## src/rtl/hamming_pkg.sv

```systemverilog
// Shared definitions for the Hamming (12,8) link: codeword width, bit positions
// of the parity bits and the receive deframer state encoding.
package hamming_pkg;

   localparam int unsigned ANCHO_CODIGO = 12;

   // Parity bit positions inside {p1,p2,d1,p3,d2,d3,d4,p4,d5,d6,d7,d8}
   localparam int unsigned P1 = 11;
   localparam int unsigned P2 = 10;
   localparam int unsigned P3 = 8;
   localparam int unsigned P4 = 4;

   typedef enum logic [1:0] {
      REPOSO = 2'd0,
      DATOS  = 2'd1,
      PARADA = 2'd2
   } estado_rx_t;

endpackage

```

## src/rtl/hamming_rx_deser_if.sv

```systemverilog
// Serial input, codeword handshake and status signals of the receive front-end.
interface hamming_rx_deser_if #(
   parameter int unsigned ANCHO = hamming_pkg::ANCHO_CODIGO
);

   logic             rx_en;
   logic             rx_bit;
   logic [ANCHO-1:0] codigoH_recibido;
   logic             valido;
   logic             listo;
   logic             err_trama;
   logic             err_desborde;
   logic             ocupado;

   // Deserializer side: consumes the line, produces codewords
   modport master (
      input  rx_en,
      input  rx_bit,
      input  listo,
      output codigoH_recibido,
      output valido,
      output err_trama,
      output err_desborde,
      output ocupado
   );

   // Line driver / corrector side
   modport slave (
      output rx_en,
      output rx_bit,
      output listo,
      input  codigoH_recibido,
      input  valido,
      input  err_trama,
      input  err_desborde,
      input  ocupado
   );

endinterface

```

## src/rtl/hamming_buf_salida.sv

```systemverilog
// One-entry valid/ready holding register for received codewords, with an
// overrun pulse when a new word arrives while the entry is full and not draining.
module hamming_buf_salida
   import hamming_pkg::*;
#(
   parameter int unsigned ANCHO = ANCHO_CODIGO
) (
   input  logic             clk,
   input  logic             rst_n,
   input  logic             carga,
   input  logic [ANCHO-1:0] dato,
   input  logic             listo,
   output logic [ANCHO-1:0] codigo,
   output logic             valido,
   output logic             err_desborde
);

   logic transfer_c;
   logic acepta_c;

   assign transfer_c = valido && listo;
   // A same-cycle transfer frees the entry for the incoming word
   assign acepta_c   = carga && (!valido || listo);

   always_ff @(posedge clk or negedge rst_n) begin
      if (!rst_n) begin
         codigo       <= '0;
         valido       <= 1'b0;
         err_desborde <= 1'b0;
      end else begin
         err_desborde <= carga && !acepta_c;
         if (acepta_c) begin
            codigo <= dato;
            valido <= 1'b1;
         end else if (transfer_c) begin
            valido <= 1'b0;
         end
      end
   end

endmodule

```

## src/rtl/hamming_rx_deser.sv

```systemverilog
// Serial receive front-end: deframes start/data/stop frames into 12-bit
// codewords and hands them to the corrector through a one-entry buffer.
module hamming_rx_deser
   import hamming_pkg::*;
#(
   parameter int unsigned ANCHO = ANCHO_CODIGO
) (
   input  logic                 clk,
   input  logic                 rst_n,
   hamming_rx_deser_if.master   bus
);

   localparam int unsigned CW = $clog2(ANCHO + 1);

   estado_rx_t       estado;
   estado_rx_t       estado_sig;
   logic [CW-1:0]    cnt;
   logic [CW-1:0]    cnt_sig;
   logic [ANCHO-1:0] sr;
   logic [ANCHO-1:0] sr_sig;
   logic             carga_c;
   logic             trama_mala_c;
   logic             ultimo_bit_c;

   assign ultimo_bit_c = (cnt == CW'(ANCHO - 1));

   // State register
   always_ff @(posedge clk or negedge rst_n) begin
      if (!rst_n) begin
         estado <= REPOSO;
      end else begin
         estado <= estado_sig;
      end
   end

   // Next-state logic; only strobe cycles advance the frame
   always_comb begin
      estado_sig = estado;
      case (estado)
         REPOSO: if (bus.rx_en && !bus.rx_bit) estado_sig = DATOS;
         DATOS:  if (bus.rx_en && ultimo_bit_c) estado_sig = PARADA;
         PARADA: if (bus.rx_en)                 estado_sig = REPOSO;
         default:                               estado_sig = REPOSO;
      endcase
   end

   // Per-state datapath updates and stop-bit verdict
   always_comb begin
      cnt_sig      = cnt;
      sr_sig       = sr;
      carga_c      = 1'b0;
      trama_mala_c = 1'b0;
      case (estado)
         REPOSO: begin
            if (bus.rx_en && !bus.rx_bit) cnt_sig = '0;
         end
         DATOS: begin
            if (bus.rx_en) begin
               sr_sig  = {sr[ANCHO-2:0], bus.rx_bit};
               cnt_sig = cnt + CW'(1);
            end
         end
         PARADA: begin
            if (bus.rx_en) begin
               carga_c      = bus.rx_bit;
               trama_mala_c = !bus.rx_bit;
            end
         end
         default: begin
            cnt_sig = '0;
         end
      endcase
   end

   // Counter, shift register and registered status outputs
   always_ff @(posedge clk or negedge rst_n) begin
      if (!rst_n) begin
         cnt           <= '0;
         sr            <= '0;
         bus.err_trama <= 1'b0;
         bus.ocupado   <= 1'b0;
      end else begin
         cnt           <= cnt_sig;
         sr            <= sr_sig;
         bus.err_trama <= trama_mala_c;
         bus.ocupado   <= (estado_sig != REPOSO);
      end
   end

   hamming_buf_salida #(
      .ANCHO (ANCHO)
   ) u_buf_salida (
      .clk          (clk),
      .rst_n        (rst_n),
      .carga        (carga_c),
      .dato         (sr),
      .listo        (bus.listo),
      .codigo       (bus.codigoH_recibido),
      .valido       (bus.valido),
      .err_desborde (bus.err_desborde)
   );

endmodule

```

## src/flat_wrapper.sv

```systemverilog
// flat-port wrapper written by rule: the top's interface ports become plain ports
module hamming_rx_deser_flat import hamming_pkg::*;
#(
   parameter int unsigned ANCHO = ANCHO_CODIGO
)
  (clk, rst_n, bus_rx_en, bus_rx_bit, bus_listo, bus_codigoH_recibido, bus_valido, bus_err_trama, bus_err_desborde, bus_ocupado);
  hamming_rx_deser_if #(.ANCHO(ANCHO)) bus_i ();
  input  logic clk;
  input  logic rst_n;
  input wire logic [$bits(bus_i.rx_en)-1:0] bus_rx_en;
  input wire logic [$bits(bus_i.rx_bit)-1:0] bus_rx_bit;
  input wire logic [$bits(bus_i.listo)-1:0] bus_listo;
  output wire logic [$bits(bus_i.codigoH_recibido)-1:0] bus_codigoH_recibido;
  output wire logic [$bits(bus_i.valido)-1:0] bus_valido;
  output wire logic [$bits(bus_i.err_trama)-1:0] bus_err_trama;
  output wire logic [$bits(bus_i.err_desborde)-1:0] bus_err_desborde;
  output wire logic [$bits(bus_i.ocupado)-1:0] bus_ocupado;
  assign bus_i.rx_en = bus_rx_en;
  assign bus_i.rx_bit = bus_rx_bit;
  assign bus_i.listo = bus_listo;
  assign bus_codigoH_recibido = bus_i.codigoH_recibido;
  assign bus_valido = bus_i.valido;
  assign bus_err_trama = bus_i.err_trama;
  assign bus_err_desborde = bus_i.err_desborde;
  assign bus_ocupado = bus_i.ocupado;
  hamming_rx_deser #(.ANCHO(ANCHO)) u_core (.clk(clk), .rst_n(rst_n), .bus(bus_i));
endmodule
```

## config.mk

```make
export PLATFORM = sky130hd
export DESIGN_NAME = hamming_rx_deser_flat
export DESIGN_NICKNAME = d
export VERILOG_FILES = /design/src/rtl/hamming_pkg.sv /design/src/rtl/hamming_rx_deser_if.sv /design/src/rtl/hamming_buf_salida.sv /design/src/rtl/hamming_rx_deser.sv /design/src/flat_wrapper.sv
export SDC_FILE = /design/constraint.sdc
export NUM_CORES = 1
export LEC_CHECK = 0
export CORE_ASPECT_RATIO = 0.7
export CORE_UTILIZATION = 45
export DETAILED_ROUTE_END_ITERATION = 7
export PLACE_DENSITY = 0.68
export SYNTH_ARGS = -nofsm -noshare
export SYNTH_HDL_FRONTEND = slang
export SYNTH_HIERARCHICAL = 1
export SYNTH_SLANG_ARGS = --single-unit
export TNS_END_PERCENT = 100
```

## constraint.sdc

```tcl
create_clock -name clk -period 1.73 [get_ports clk]
set_input_delay 0.4325 -clock clk [delete_from_list [all_inputs] [get_ports clk]]
set_output_delay 0.4325 -clock clk [all_outputs]
set_load 0.01 [all_outputs]
```

==> impl_metrics.py <==
metrics = {
    "synth": {
        "yosysTopAreaCell": "dfrtp_1",
        "syn_area_per_cell_um2": 14.7,
        "ys_types": 28,
        "synthTopCellsByCount": "dfrtp_1, mux2_4, mux2_2, nand2_1",
        "syn-instance-count": 101,
        "synth_area_um2": 1490,
        "synth_flop_cell": "dfrtp_1",
        "yosysWarnings": 6,
        "synth_edf_count": 0,
        "ys_top_cells_by_area": "dfrtp_1, mux2_4, mux2_2",
        "ys_seq_area_frac": 0.572,
        "synth_nets": 107,
        "yosysMostFrequentCell": "dfrtp_1",
        "synthArstFlopShare": 1.00,
        "synth-seq-cells": 34,
        "yosys.area.top_type_share": 0.572,
    },
    "die": {
        "die_width_um": 70.7,
        "initial_core_util": 0.473,
        "die_h_um": 50.1,
        "io_pins": 21,
        "rows": 17,
        "core-area_um2": 3150,
        "die_area_um2": 3540,
    },
    "sta": {
        "fin_worst_skew_ps": 9.97,
        "rsz0062_at_grt": "no",
        "slew_violations": 0,
        "fin_crit_sh": 0.956,
        "hold_slack_ps": 509,
        "slew_headroom": 0.714,
        "worst_pin_slew_ps": 429,
        "fmax_mhz": 605,
        "setup_viol": 0,
        "finalCriticalPeriod_ps": 1650,
        "hold_viol_final": 0,
    },
    "clock_tree": {
        "h-tree-depth": 2,
        "cts-root-buf": "clkbuf_8",
        "cts-resized-gates": 0,
        "clk_path_buf_depth": 2,
        "clk_latency_ps": 280,
        "cts-buffers-inserted": 5,
        "clk_pin_slew_worst_paths_ps": 70,
        "cts.sinks": 34,
        "cts_tree": "done",
        "post_cts_buffers": 0,
        "postCtsHoldBufs": 0,
    },
    "routing": {
        "wire_per_inst_um": 14.8,
        "drt_iter0_drc": 53,
        "drc": 2,
        "dr.pass1.iters": 6,
        "num_vias": 845,
        "antenna_left": 0,
        "routed_via_density": 4.97,
        "routed_wl_um": 2520,
    },
    "global_routing": {
        "grt.overflow.total": 0,
        "grt_pass1_vias": 896,
        "gr-usage-all-layers": 0.171,
        "antenna_found_initial": 0,
        "grt_start_max_net_pins": 35,
        "grt_pass1_wl_um": 4340,
    },
    "final_layout": {
        "final_cells": 170,
        "antenna_cells": 0,
        "layout-drive-gt1-share": 0.341,
        "nets": 137,
        "syn_to_final_growth_pct": 24.6,
        "nFillCells": 262,
    },
    "setup_path": {
        "cp-start-kind": "flop",
        "crit_fanout": 2,
        "path_class": "reg -> out",
        "crit_arrival_ps": 1220,
        "worstPathRequired_ps": 1300,
        "cp_cell_sequence": "clkdlybuf4s50_1",
        "crit_path_top_delay_cell": "clkdlybuf4s50_1",
        "slowest_delay_ps": 560,
        "path_buf_inv": 1,
        "crit_family": "buffers and inverters",
        "end_kind": "output pin",
    },
    "placement": {
        "place.gp.congestion": 0.804,
        "dp.final_hpwl_um": 1710,
        "port_buffers": 20,
        "dpl.cell_count": 162,
    },
    "run_status": {
        "run_status": "finished, violations left",
        "violations": "DRC",
    },
    "flow_run": {
        "maxCapViolations": 0,
    },
    "hold_path": {
        "hp-class": "reg -> reg",
    },
    "pwr": {
        "powerDensity_nw_per_um2": 1500,
        "p_leak_nw": 0.891,
        "vdd_drop_max_v": 0.000854,
    },
}
power breakdown:
group | switching [mW] | internal (mW) | total (mW)
Sequential | 0.201 | 1.06 | 1.26
Combinational | 0.319 | 0.601 | 0.920
Clock | 0.275 | 0.319 | 0.595
Total | 0.795 | 1.98 | 2.78
routing by layer:
metal,track usage,part of all wire,routed length (µm),vias up
li1,-,-,-,411
met1,0.227,0.50,1270,406
met2,0.248,0.43,1090,24
met3,0.0552,0.049,124,4
met4,0.0900,0.014,36,0
met5,0,0,0,-
stage by stage:
step	setup TNS, ps	instance area, µm²	util	setup WS (ps)	total power, mW
floorplan	0	1490	-	262	1.87
global placement	-1130	1760	0.559	-95.8	2.15
detailed placement	-1620	1760	0.559	-138	2.19
CTS	0	1850	0.589	60.0	2.81
global route	0	1850	0.589	31.7	2.97
finish	0	1850	0.589	76.7	2.78
final timing paths:
check	start	end	slack, ps	depth (start not counted)
max	u_core/u_buf_salida/valido	bus_valido	80	1
min reg2reg	u_core/sr[11]	u_core/sr[11]	510	1
max reg2reg	u_core/estado[0]	u_core/u_buf_salida/codigo[6]	270	4
max in group asynchronous	rst_n	u_core/cnt[2]	860	2
min	u_core/sr[11]	u_core/sr[11]	510	1
min in group asynchronous	rst_n	u_core/u_buf_salida/codigo[1]	560	2
state kept, by name, summed over array words and instances, names as in the netlist:
register,count
u_core/sr,12
u_core/u_buf_salida/codigo,12
u_core/cnt,4
u_core/estado,2
u_core/bus.err_trama,1
u_core/bus.ocupado,1
u_core/u_buf_salida/err_desborde,1
u_core/u_buf_salida/valido,1
worst reg2reg max path, delay by kind of cell (launching register included):
kind / cells / cell delay [ps]
simple gates: 3 / 620
flops: 1 / 380
mux: 1 / 350
final cells by class:
class / instances / area, µm² / area share
Multi-Input combinational cell: 62 / 592 / 0.319
Sequential cell: 34 / 851 / 0.459
Clock buffer: 6 / 82.6 / 0.0445
Timing Repair Buffer: 27 / 265 / 0.143
Clock inverter: 2 / 12.5 / 0.00675
Tap cell: 38 / 47.5 / 0.0256
Inverter: 1 / 3.75 / 0.00202
placed cells by master (no fill, tap or decap):
cell type / n
mux2_2: 6
o21ai_0: 4
o21bai_1: 1
a211o_1: 1
nand3_1: 3
ha_1: 1
nor2_1: 3
a21oi_1: 1
clkinvlp_4: 1
buf_12: 1
o22ai_1: 1
nand2b_1: 2
a41oi_1: 1
or4_1: 1
mux2_4: 19
nor3b_1: 1
nand2_1: 6
nor2b_4: 1
a31oi_1: 1
nor2b_1: 4
inv_1: 1
buf_4: 6
nand2_4: 1
or2b_1: 1
clkdlybuf4s50_1: 20
dfrtp_1: 34
nand2b_4: 1
clkbuf_8: 6
nand2_2: 1
o21ba_2: 1
clkinv_2: 1
kinds of logic after synthesis:
group           share of synthesized area
buf+inv                            0.0303
fa+ha+maj                         0.00841
mux                                 0.237
simple gates                        0.103
flops                               0.572
compound gates                     0.0488
No activity file was read; power rests on OpenSTA's default activity.
